==> src/rtl/recorder_ctrl.sv <==
// Audio record/playback controller: buttons drive IDLE/REC/PLAY, samples stream to/from SRAM slots.
// Optional: define RECORDER_LOOP_EN to make playback wrap to the slot start until a stop edge.
module recorder_ctrl #(
  parameter int ADDR_W = 18,
  parameter int DATA_W = 16,
  parameter int SLOT_W = 2
) (
  input  logic              clk,
  input  logic              reset,
  input  logic              btn_play,
  input  logic              btn_record,
  input  logic              btn_stop,
  input  logic [SLOT_W-1:0] slot_sel,
  input  logic              adc_valid,
  input  logic [DATA_W-1:0] adc_data,
  input  logic              dac_req,
  output logic [DATA_W-1:0] dac_data,
  output logic              dac_valid,
  output logic [ADDR_W-1:0] mem_addr,
  output logic [DATA_W-1:0] mem_wdata,
  output logic              mem_we,
  output logic              mem_re,
  input  logic [DATA_W-1:0] mem_rdata,
  input  logic              mem_ack,
  output logic [1:0]        state,
  output logic              slot_full,
  output logic              overrun
);

  localparam int OFF_W     = ADDR_W - SLOT_W;
  localparam int PTR_W     = OFF_W + 1;
  localparam int NUM_SLOTS = 2 ** SLOT_W;
  localparam logic [PTR_W-1:0] SLOT_LEN = {1'b1, {OFF_W{1'b0}}};

  typedef enum logic [1:0] {
    ST_IDLE = 2'd0,
    ST_REC  = 2'd1,
    ST_PLAY = 2'd2
  } state_t;

  state_t             st_q;
  logic [SLOT_W-1:0]  slot_q;
  logic [PTR_W-1:0]   ptr_q;
  logic [PTR_W-1:0]   len_q [NUM_SLOTS];
  logic               stop_pend_q;
  logic               play_d_q, rec_d_q, stop_d_q;

  logic               play_rise, rec_rise, stop_rise;
  logic [PTR_W-1:0]   ptr_inc;

  assign play_rise = btn_play & ~play_d_q;
  assign rec_rise  = btn_record & ~rec_d_q;
  assign stop_rise = btn_stop & ~stop_d_q;
  assign ptr_inc   = ptr_q + PTR_W'(1);
  assign state     = st_q;

  // NOTE: all state updates below use non-blocking assignments so every register
  // samples the pre-edge values regardless of statement order.
  always_ff @(posedge clk) begin
    if (reset) begin
      st_q        <= ST_IDLE;
      slot_q      <= '0;
      ptr_q       <= '0;
      stop_pend_q <= 1'b0;
      play_d_q    <= 1'b0;
      rec_d_q     <= 1'b0;
      stop_d_q    <= 1'b0;
      dac_data    <= '0;
      dac_valid   <= 1'b0;
      mem_addr    <= '0;
      mem_wdata   <= '0;
      mem_we      <= 1'b0;
      mem_re      <= 1'b0;
      slot_full   <= 1'b0;
      overrun     <= 1'b0;
      // NOTE: the length table is a small register file that playback consults
      // directly, so it must be cleared by reset rather than left undefined.
      for (int i = 0; i < NUM_SLOTS; i++) len_q[i] <= '0;
    end else begin
      play_d_q  <= btn_play;
      rec_d_q   <= btn_record;
      stop_d_q  <= btn_stop;
      dac_valid <= 1'b0;

      case (st_q)
        ST_IDLE: begin
          if (dac_req) begin
            dac_valid <= 1'b1;
            dac_data  <= '0;
          end
          // A stop edge in IDLE has nothing to stop but still outranks record/play.
          if (!stop_rise) begin
            if (rec_rise) begin
              st_q            <= ST_REC;
              slot_q          <= slot_sel;
              ptr_q           <= '0;
              len_q[slot_sel] <= '0;
              slot_full       <= 1'b0;
            end else if (play_rise && len_q[slot_sel] != '0) begin
              st_q   <= ST_PLAY;
              slot_q <= slot_sel;
              ptr_q  <= '0;
            end
          end
        end

        ST_REC: begin
          if (mem_we) begin
            if (adc_valid) overrun <= 1'b1;
            if (mem_ack) begin
              mem_we        <= 1'b0;
              ptr_q         <= ptr_inc;
              len_q[slot_q] <= ptr_inc;
              stop_pend_q   <= 1'b0;
              if (ptr_inc == SLOT_LEN) begin
                st_q      <= ST_IDLE;
                slot_full <= 1'b1;
              end else if (stop_pend_q || stop_rise) begin
                st_q <= ST_IDLE;
              end
            end else if (stop_rise) begin
              stop_pend_q <= 1'b1;
            end
          end else if (stop_rise) begin
            st_q <= ST_IDLE;
          end else if (adc_valid) begin
            mem_we    <= 1'b1;
            mem_addr  <= {slot_q, ptr_q[OFF_W-1:0]};
            mem_wdata <= adc_data;
          end
        end

        ST_PLAY: begin
          if (mem_re) begin
            if (dac_req) overrun <= 1'b1;
            if (mem_ack) begin
              mem_re      <= 1'b0;
              dac_data    <= mem_rdata;
              dac_valid   <= 1'b1;
              ptr_q       <= ptr_inc;
              stop_pend_q <= 1'b0;
              if (stop_pend_q || stop_rise) begin
                st_q <= ST_IDLE;
              end else if (ptr_inc == len_q[slot_q]) begin
`ifdef RECORDER_LOOP_EN
                ptr_q <= '0;
`else
                st_q <= ST_IDLE;
`endif
              end
            end else if (stop_rise) begin
              stop_pend_q <= 1'b1;
            end
          end else if (stop_rise) begin
            st_q <= ST_IDLE;
          end else if (dac_req) begin
            mem_re   <= 1'b1;
            mem_addr <= {slot_q, ptr_q[OFF_W-1:0]};
          end
        end

        default: st_q <= ST_IDLE;
      endcase
    end
  end

endmodule

==> config.mk <==
export PLATFORM = sky130hd
export DESIGN_NAME = recorder_ctrl
export DESIGN_NICKNAME = d
export VERILOG_FILES = /design/src/rtl/recorder_ctrl.sv
export SDC_FILE = /design/constraint.sdc
export NUM_CORES = 1
export LEC_CHECK = 0
export BUFFER_PORTS_ARGS = -buffer_cell sky130_fd_sc_hd__clkbuf_2
export CAP_MARGIN = 20
export CORE_MARGIN = 3
export CORE_UTILIZATION = 45
export DETAILED_ROUTE_END_ITERATION = 10
export SLEW_MARGIN = 10
export SYNTH_ARGS = -nofsm -noshare
export SYNTH_HDL_FRONTEND = slang
export SYNTH_SLANG_ARGS = --single-unit
==> constraint.sdc <==
create_clock -name clk -period 3.9 [get_ports clk]
set_input_delay 0.195 -clock clk [delete_from_list [all_inputs] [get_ports clk]]
set_output_delay 0.195 -clock clk [all_outputs]
set_load 0.1 [all_outputs]
==> results of run 1 <==
## stage by stage
step                      setup slack (ns)  total power [W]  instances
after detailed placement             0.620          0.00257        991
after global routing                 0.250          0.00447       1037
final                                0.562          0.00430       1037
after floorplan                      0.587          0.00236        715
after global placement               0.710          0.00257        991
after CTS                            0.577          0.00432       1037
## cell families (layout without fill, tap and decap cells)
kind of cell    count (synthesis)  after routing
simple gates                  315            315
flops                         150            150
compound gates                103            103
buf+inv                        76            187
mux                            34             34
xor+xnor                       31             31
fa+ha+maj                       6              6
## registers in the layout, summed over array words and instances, names as in the netlist, 2 cells and up, named ones only
| register | flops |
|---|---|
| ptr_q | 17 |
| mem_wdata | 16 |
| mem_addr | 18 |
| len_q | 68 |
| state | 2 |
| slot_q | 2 |
| dac_data | 16 |
## layer usage
layer	track usage [%]	vias up	wire (um)
li1	-	2734	-
met1	31.1	2799	8950
met2	37.9	179	9830
met3	5.40	35	1040
met4	7.51	0	397
met5	0	-	0
## layout make-up
| class | count | area [um2] | area share, % |
|---|---|---|---|
| Clock buffer | 17 | 425 | 4.97 |
| Clock inverter | 15 | 200 | 2.34 |
| Inverter | 27 | 101 | 1.18 |
| Multi-Input combinational cell | 489 | 3140 | 36.7 |
| Sequential cell | 150 | 3680 | 43.0 |
| Tap cell | 211 | 264 | 3.08 |
| Timing Repair Buffer | 128 | 751 | 8.76 |
## synth_stat cells (7+ instances only)
master / count / area, um2
mux4_2: 17 / 383
o21ai_0: 11 / 55.1
mux2i_1: 16 / 160
nand2_1: 83 / 312
inv_1: 26 / 97.6
edfxtp_1: 68 / 2040
clkbuf_1: 31 / 116
nand4_1: 7 / 43.8
nor4_1: 19 / 119
xnor2_1: 14 / 123
a21oi_1: 56 / 280
nor3_1: 13 / 65.1
nor2_1: 98 / 368
nor2b_1: 9 / 56.3
a31oi_1: 7 / 43.8
nand2b_1: 8 / 50.1
dfxtp_1: 82 / 1640
nand3_1: 40 / 200
xor2_1: 10 / 87.6
## worst min path at each step
stage	to	slack, ns
after floorplan	play_d_q$_SDFF_PP0_	0.32
after global placement	mem_wdata[7]$_SDFFE_PP0P_	0.42
after detailed placement	mem_wdata[4]$_SDFFE_PP0P_	0.43
after CTS	play_d_q$_SDFF_PP0_	0.002
after global routing	play_d_q$_SDFF_PP0_	0.008
final	mem_wdata[9]$_SDFFE_PP0P_	0.02
## critical path, delay by kind of cell (launching register included)
family,cells,cell delay (ns)
flip-flops,1,0.55
XOR/XNOR,1,0.25
AND/OR/NAND/NOR,4,1.80
AO/OA/AOI/OAI,3,0.61
## repair_timing
item,4_1_cts,5_1_grt
hold buffers,14,0
resized for setup,0,0
hold endpoints to repair,14,0
## power by group
part	leakage, nW	switching, W	internal [W]
sequential	1.37	0.0000534	0.00171
combinational	1.73	0.000570	0.000225
clock	0.298	0.000666	0.00107
total	3.40	0.00129	0.00301
==> run_results.csv, run 1 <==
group,metric,value,unit
run_status,outcome,"finished clean",
yosys,synth_compound_area_share,8.63,%
clock_network,clock_sinks,150,
pwr,peakVddDrop,0.000303,V
placement,hpwl,14500,um
timing,maxSlewViolCount,0,
detailed_routing,detail_route.wl_per_cell,19.5,um
worst_setup_path,critPathLaunch,"ptr_q[3]$_SDFFE_PP0P_",
yosys,synth-edff-count,68,
worst_setup_path,r2r_end,"state[1]$_SDFFE_PP0P_",
placement,gp_congestion,0.854,
worst_setup_path,path_cells,"nand4_1 -> nor4_1 -> xnor2_1 -> or3b_1 -> or4_4 -> a41oi_1 -> o311ai_1 -> o2bb2ai_1",
hold_path,hold-path-cell-count,3,
worst_setup_path,startpoint_type,"flop",
yosys,netlist_area,7190,um2
yosys,synthDistinctLibCells,65,
detailed_routing,drt-total-wl,20200,um
cells_and_area,nets,861,
worst_setup_path,critPathKind,"flop to flop",
pwr,power.density,502,nW/um2
yosys,yosys_warnings,0,
worst_setup_path,worst-endpoint-arrival,3.64,ns
floorplanning,dieArea,17500,um2
detailed_routing,drtPass1Iterations,5,
yosys,ys.flop_type,"dfxtp_1",
cells_and_area,final_cell_area,8570,um2
worst_setup_path,r2r-start,"ptr_q[3]$_SDFFE_PP0P_",
placement,port_buffers,98,
floorplanning,num_rows,45,
worst_setup_path,path_max_fanout,11,
timing,timing.setup.tns,0,ns
timing,fmax,300,MHz
timing,relSlewSlack,33.5,%
clock_network,path_clk_slew,0.06,ns
detailed_routing,ant_nets,0,
clock_network,cts_buffers,17,
pwr,p_leak,3.40,nW
yosys,synth_fa_ha_area_share,1.04,%
detailed_routing,drt_iter0_markers,410,
floorplanning,ios,99,
timing,min_period,3.34,ns
yosys,synth_top_family_by_area,"simple AND/OR/NAND/NOR gates",
hold_path,worstHoldStart,"adc_data[9]",
yosys,synth_mux_area_share,7.71,%
global_routing,grt_max_degree,54,
cells_and_area,nFillCells,1378,
yosys,ys_ff_latch,150,
yosys,synthSimpleGateAreaFrac,21.1,%
cells_and_area,layout-drive-gt1-share,21.2,%
timing,setup_violations,0,
clock_network,tritoncts,"done",
cells_and_area,final_cell_mix,"nor2_1, clkbuf_2, nand2_1",
clock_network,clockBufferDepth,2,
clock_network,clk_latency,0.42,ns
worst_setup_path,max_stage_delay,0.55,ns
global_routing,grtUsageTotal,23.3,%
yosys,postSynth.asyncResetShare,0,%
timing,worstMarginPinSlew,0.998,ns
detailed_routing,via_per_inst,5.54,
job,drv_cap,0,
detailed_routing,drc,0,
cells_and_area,num_antenna_cells,0,
clock_network,clockRootBuffer,"clkbuf_16",
floorplanning,die_y,132,um
placement,dpl_cell_area,7800,um2
yosys,synth_xor_area_share,5.13,%
worst_setup_path,rr_worst_depth,8,
timing,final_hold_viol_count,0,
global_routing,overflow,0,
worst_setup_path,critPathCapture,"state[1]$_SDFFE_PP0P_",
yosys,syn_inst,715,
floorplanning,coreArea,15400,um2
global_routing,first_global_vias,5680,
floorplanning,die_width,132,um
cells_and_area,area_delta_synth_final,19.1,%
yosys,seq_area_frac_synth,51.2,%
detailed_routing,num_vias,5747,
global_routing,grt_first_pass_wirelength,31700,um
clock_network,htree_levels,4,
yosys,avgSynthCellArea,10.1,um2
timing,clock_skew,0.00813,ns
cells_and_area,postLayoutCoreUtil,55.5,%
clock_network,cts_setup_buffers,0,
worst_setup_path,cp.required,4.20,ns
floorplanning,start_util,46.6,%
hold_path,hp-class,"primary input to flop",
worst_setup_path,slowest_stage,"dfxtp_1",
timing,rsz0062_at_grt,"no",
worst_setup_path,reg2reg_slack,0.56,ns
timing,fin_hold_ws,0.0178,ns
timing,period_share,85.6,%
worst_setup_path,cp-end-kind,"flop",
global_routing,antenna_found_initial,0,
yosys,syn-num-nets,763,
No activity file was read; power rests on OpenSTA's default activity.
==> run 2, diff against run 1 <==
- clock period: 3.9 -> 4 ns (I/O delays scaled with it)
==> run_results.csv, run 2 (synthesis gave the netlist of run 1 again) <==
group,metric,value,unit
timing,rsz0062_at_grt,"no",
cells_and_area,layout-drive-gt1-share,20.9,%
timing,maxSlewViolCount,0,
floorplanning,num_rows,45,
run_status,outcome,"finished clean",
timing,min_period,3.61,ns
global_routing,grtUsageTotal,23.3,%
clock_network,htree_levels,4,
job,drv_cap,0,
cells_and_area,num_antenna_cells,0,
timing,final_hold_viol_count,0,
hold_path,whs_endpoint,"rec_d_q$_SDFF_PP0_",
worst_setup_path,path_max_fanout,14,
worst_setup_path,cp.required,4.31,ns
timing,relSlewSlack,34.0,%
clock_network,clock_sinks,150,
cells_and_area,top_regs,"len_q x68, mem_addr x18, ptr_q x17",
worst_setup_path,worst-endpoint-arrival,3.92,ns
global_routing,grt_max_degree,54,
detailed_routing,drtPass1Iterations,5,
clock_network,cts-resized-gates,0,
worst_setup_path,r2r_end,"state[0]$_SDFFE_PP0P_",
timing,setup_violations,0,
timing,fmax,277,MHz
hold_path,hp-class,"primary input to flop",
hold_path,hold-path-cell-count,2,
detailed_routing,via_per_inst,5.52,
cells_and_area,largest_reg_flops,68,
placement,hpwl,14400,um
clock_network,cts_buffers,17,
worst_setup_path,cp-end-kind,"flop",
floorplanning,dieArea,17500,um2
hold_path,worstHoldStart,"btn_record",
global_routing,first_global_vias,5641,
clock_network,path_clk_slew,0.06,ns
clock_network,tritoncts,"done",
worst_setup_path,critPathLaunch,"ptr_q[0]$_SDFFE_PP0P_",
cells_and_area,nets,862,
detailed_routing,drt-total-wl,20000,um
placement,gp_congestion,0.874,
floorplanning,coreArea,15400,um2
detailed_routing,num_vias,5728,
worst_setup_path,reg2reg_slack,0.39,ns
clock_network,cts-hold-fix-buffers,17,
global_routing,grt_first_pass_wirelength,31600,um
clock_network,clk_latency,0.43,ns
cells_and_area,area_delta_synth_final,18.9,%
pwr,total_power,0.00406,W
detailed_routing,detail_route.wl_per_cell,19.3,um
pwr,p_leak,3.39,nW
floorplanning,start_util,46.6,%
detailed_routing,drt_iter0_markers,494,
clock_network,clockBufferDepth,2,
pwr,power.density,475,nW/um2
cells_and_area,final_cell_mix,"nor2_1, clkbuf_2, nand2_1",
timing,period_share,90.2,%
global_routing,antenna_found_initial,0,
clock_network,cts_setup_buffers,0,
timing,worstMarginPinSlew,0.977,ns
worst_setup_path,startpoint_type,"flop",
timing,timing.setup.tns,0,ns
timing,clock_skew,0.0110,ns
floorplanning,die_width,132,um
floorplanning,ios,99,
cells_and_area,largest_register,"len_q",
pwr,peakVddDrop,0.000317,V
detailed_routing,drc,0,
clock_network,clockRootBuffer,"clkbuf_16",
worst_setup_path,critPathKind,"flop to flop",
placement,port_buffers,98,
cells_and_area,stdcell_count,1038,
global_routing,overflow,0,
placement,place_inst,988,
detailed_routing,ant_nets,0,
cells_and_area,nFillCells,1423,
worst_setup_path,rr_worst_depth,8,
worst_setup_path,r2r-start,"ptr_q[0]$_SDFFE_PP0P_",
floorplanning,die_y,132,um
[run 2: worst max path at each step]
| stage | end | depth (start not counted) |
|---|---|---|
| 2_1_floorplan | len_q[1][0]$_SDFFCE_PN0P_ | 9 |
| 3_3_place_gp | state[1]$_SDFFE_PP0P_ | 8 |
| 3_5_place_dp | state[0]$_SDFFE_PP0P_ | 8 |
| 4_1_cts | state[0]$_SDFFE_PP0P_ | 8 |
| 5_1_grt | slot_full$_SDFFE_PP0P_ | 8 |
| 6_report | state[0]$_SDFFE_PP0P_ | 8 |
[run 2: through the flow]
| stage | setup WS (ns) | cell area [um2] | hold WS [ns] | utilization, % |
|---|---|---|---|---|
| 2_1_floorplan | 0.687 | 7190 | 0.328 | - |
| 3_3_place_gp | 0.672 | 7790 | 0.423 | 50.5 |
| 3_5_place_dp | 0.454 | 7790 | 0.433 | 50.5 |
| 4_1_cts | 0.416 | 8540 | 0.00251 | 55.4 |
| 5_1_grt | 0.0473 | 8550 | 0.0222 | 55.4 |
| 6_report | 0.392 | 8550 | 0.0160 | 55.4 |
[run 2: per-layer routing]
| layer | track usage (%) | wire (um) | vias to the layer above |
|---|---|---|---|
| met5 | 0 | 0 | - |
| met2 | 37.1 | 9650 | 180 |
| met3 | 4.68 | 1220 | 31 |
| met4 | 8.37 | 356 | 0 |
| li1 | - | - | 2742 |
| met1 | 31.8 | 8800 | 2775 |
[run 2: final cells by class]
class	instances	area [um2]	area share, %
sequential	150	3680	43.1
tap	211	264	3.09
inverter	27	101	1.19
timing repair buffer	129	778	9.10
multi-input combinational	489	3140	36.7
clock inverter	12	113	1.32
clock buffer	20	468	5.47
[run 2: power by group]
group	internal [W]	leakage (nW)	switching, W
Clock	0.000916	0.288	0.000652
Combinational	0.000221	1.73	0.000547
Sequential	0.00167	1.37	0.0000593
Total	0.00281	3.39	0.00126
[run 2: critical path, cell delays in order, from the launching register on]
cell,delay [ns]
dfxtp_1,0.65
nand4_1,0.43
nor4_1,0.59
xnor2_1,0.26
or3b_1,0.38
or4_4,0.55
a41oi_1,0.29
o311ai_1,0.17
o2bb2ai_1,0.18
==> run 3, diff against run 2 <==
==> constraint.sdc (replaced) <==
create_clock -name clk -period 4 [get_ports clk]
set_input_delay 0 -clock clk [delete_from_list [all_inputs] [get_ports clk]]
set_output_delay 0 -clock clk [all_outputs]
set_load 0.1 [all_outputs]
==> run_results.csv, run 3 (synthesis gave the netlist of run 1 again) <==
group,metric,value,unit
cells_and_area,top_regs,"len_q x68, mem_addr x18, ptr_q x17",
timing,fmax,279,MHz
timing,relSlewSlack,33.5,%
timing,timing.setup.tns,0,ns
clock_network,cts_setup_buffers,0,
placement,port_buffers,98,
clock_network,htree_levels,4,
detailed_routing,ant_nets,0,
cells_and_area,layout-drive-gt1-share,20.3,%
placement,gp_congestion,0.844,
clock_network,cts-hold-fix-buffers,38,
clock_network,clk_latency,0.42,ns
worst_setup_path,reg2reg_slack,0.41,ns
floorplanning,num_rows,45,
job,drv_cap,0,
pwr,power.density,472,nW/um2
cells_and_area,final_cell_mix,"nor2_1, clkbuf_2, nand2_1",
cells_and_area,nFillCells,1368,
floorplanning,die_y,132,um
worst_setup_path,path_buf_inv,0,
timing,maxSlewViolCount,0,
timing,setup_violations,0,
timing,clock_skew,0.00885,ns
floorplanning,die_width,132,um
floorplanning,dieArea,17500,um2
clock_network,cts_buffers,17,
cells_and_area,num_antenna_cells,0,
detailed_routing,drt_iter0_markers,398,
clock_network,clockRootBuffer,"clkbuf_16",
cells_and_area,multiInputGateArea,3140,um2
pwr,total_power,0.00414,W
cells_and_area,largest_reg_flops,68,
placement,hpwl,14200,um
worst_setup_path,worst-endpoint-arrival,3.88,ns
detailed_routing,detail_route.wl_per_cell,18.7,um
clock_network,cts-resized-gates,0,
worst_setup_path,cp-end-kind,"flop",
cells_and_area,layout.area.seq,3680,um2
timing,final_hold_viol_count,0,
timing,period_share,89.6,%
detailed_routing,drt-total-wl,19800,um
worst_setup_path,startpoint_type,"flop",
detailed_routing,drc,0,
detailed_routing,drtPass1Iterations,5,
worst_setup_path,path_max_fanout,14,
floorplanning,start_util,46.6,%
cells_and_area,largest_register,"len_q",
timing,min_period,3.59,ns
pwr,peakVddDrop,0.000296,V
detailed_routing,num_vias,5807,
global_routing,grt_first_pass_wirelength,30700,um
floorplanning,ios,99,
worst_setup_path,critPathKind,"flop to flop",
global_routing,overflow,0,
worst_setup_path,max_stage_delay,0.61,ns
run_status,outcome,"finished clean",
clock_network,clockBufferDepth,2,
timing,worstMarginPinSlew,0.998,ns
worst_setup_path,slowest_stage,"dfxtp_1",
worst_setup_path,path_cells,"nand4_1 -> nor4_1 -> xnor2_1 -> or3b_1 -> or4_4 -> a41oi_1 -> o311ai_1 -> o2bb2ai_1",
clock_network,clock_sinks,150,
cells_and_area,nets,882,
hold_path,hp-class,"primary input to flop",
cells_and_area,area_delta_synth_final,21.9,%
clock_network,tritoncts,"done",
floorplanning,coreArea,15400,um2
global_routing,first_global_vias,5439,
global_routing,antenna_found_initial,0,
timing,rsz0062_at_grt,"no",
clock_network,path_clk_slew,0.06,ns
pwr,p_leak,3.47,nW
global_routing,grtUsageTotal,22.5,%
worst_setup_path,crit_family,"simple AND/OR/NAND/NOR gates",
global_routing,grt_max_degree,48,
worst_setup_path,cp.required,4.29,ns
detailed_routing,via_per_inst,5.49,
## run 3: changes by cell type in the layout (fill, tap and decap cells not counted), sizes merged
cell and change:
clkbuf -3, clkinv -1, dlygate4sd3 +21, clkinvlp +3, bufinv +2, buf -1, inv -1
## run 3: final timing paths
path,end,cells past startpoint,startpoint
max,state[1]$_SDFFE_PP0P_,8,ptr_q[0]$_SDFFE_PP0P_
min,slot_q[0]$_SDFFE_PP0P_,3,slot_sel[0]
max reg2reg,state[1]$_SDFFE_PP0P_,8,ptr_q[0]$_SDFFE_PP0P_
min reg2reg,mem_wdata[13]$_SDFFE_PP0P_,2,mem_wdata[13]$_SDFFE_PP0P_
## run 3: where the power goes
part	leakage (nW)	internal (W)	switching [W]	total, W
combinational	1.81	0.000233	0.000539	0.000773
sequential	1.37	0.00167	0.0000592	0.00173
clock	0.285	0.000984	0.000655	0.00164
total	3.47	0.00289	0.00125	0.00414
## run 3: area by class of cell
type                            instances  area share [%]
Timing Repair Buffer                  149            11.1
Clock inverter                         15            2.03
Inverter                               27            1.16
Multi-Input combinational cell        489            35.9
Tap cell                              211            3.01
Clock buffer                           17            4.86
Sequential cell                       150            42.0
## run 3: metal layers
| metal | GRT usage [%] | part of all wire [%] |
|---|---|---|
| met5 | 0 | 0 |
| met4 | 7.16 | 1.9 |
| met3 | 4.71 | 5.9 |
| met2 | 35.8 | 48 |
| met1 | 30.9 | 44 |
## run 3: worst reg2reg max path, cell delays in order (launching register included)
cell and delay [ns]:
dfxtp_1 0.61, nand4_1 0.43, nor4_1 0.60, xnor2_1 0.25, or3b_1 0.37, or4_4 0.54
a41oi_1 0.31, o311ai_1 0.18, o2bb2ai_1 0.17
## run 3: through the flow
stage | utilization (%) | hold WS (ns) | setup slack, ns | cell area [um2] | std cells
global route | 56.8 | 0.0913 | 0.193 | 8760 | 1058
global placement | 50.4 | 0.223 | 0.631 | 7770 | 987
CTS | 56.7 | 0.0520 | 0.450 | 8750 | 1057
floorplan | - | 0.128 | 0.687 | 7190 | 715
finish | 56.8 | 0.0806 | 0.415 | 8760 | 1058
detailed placement | 50.4 | 0.230 | 0.476 | 7770 | 987
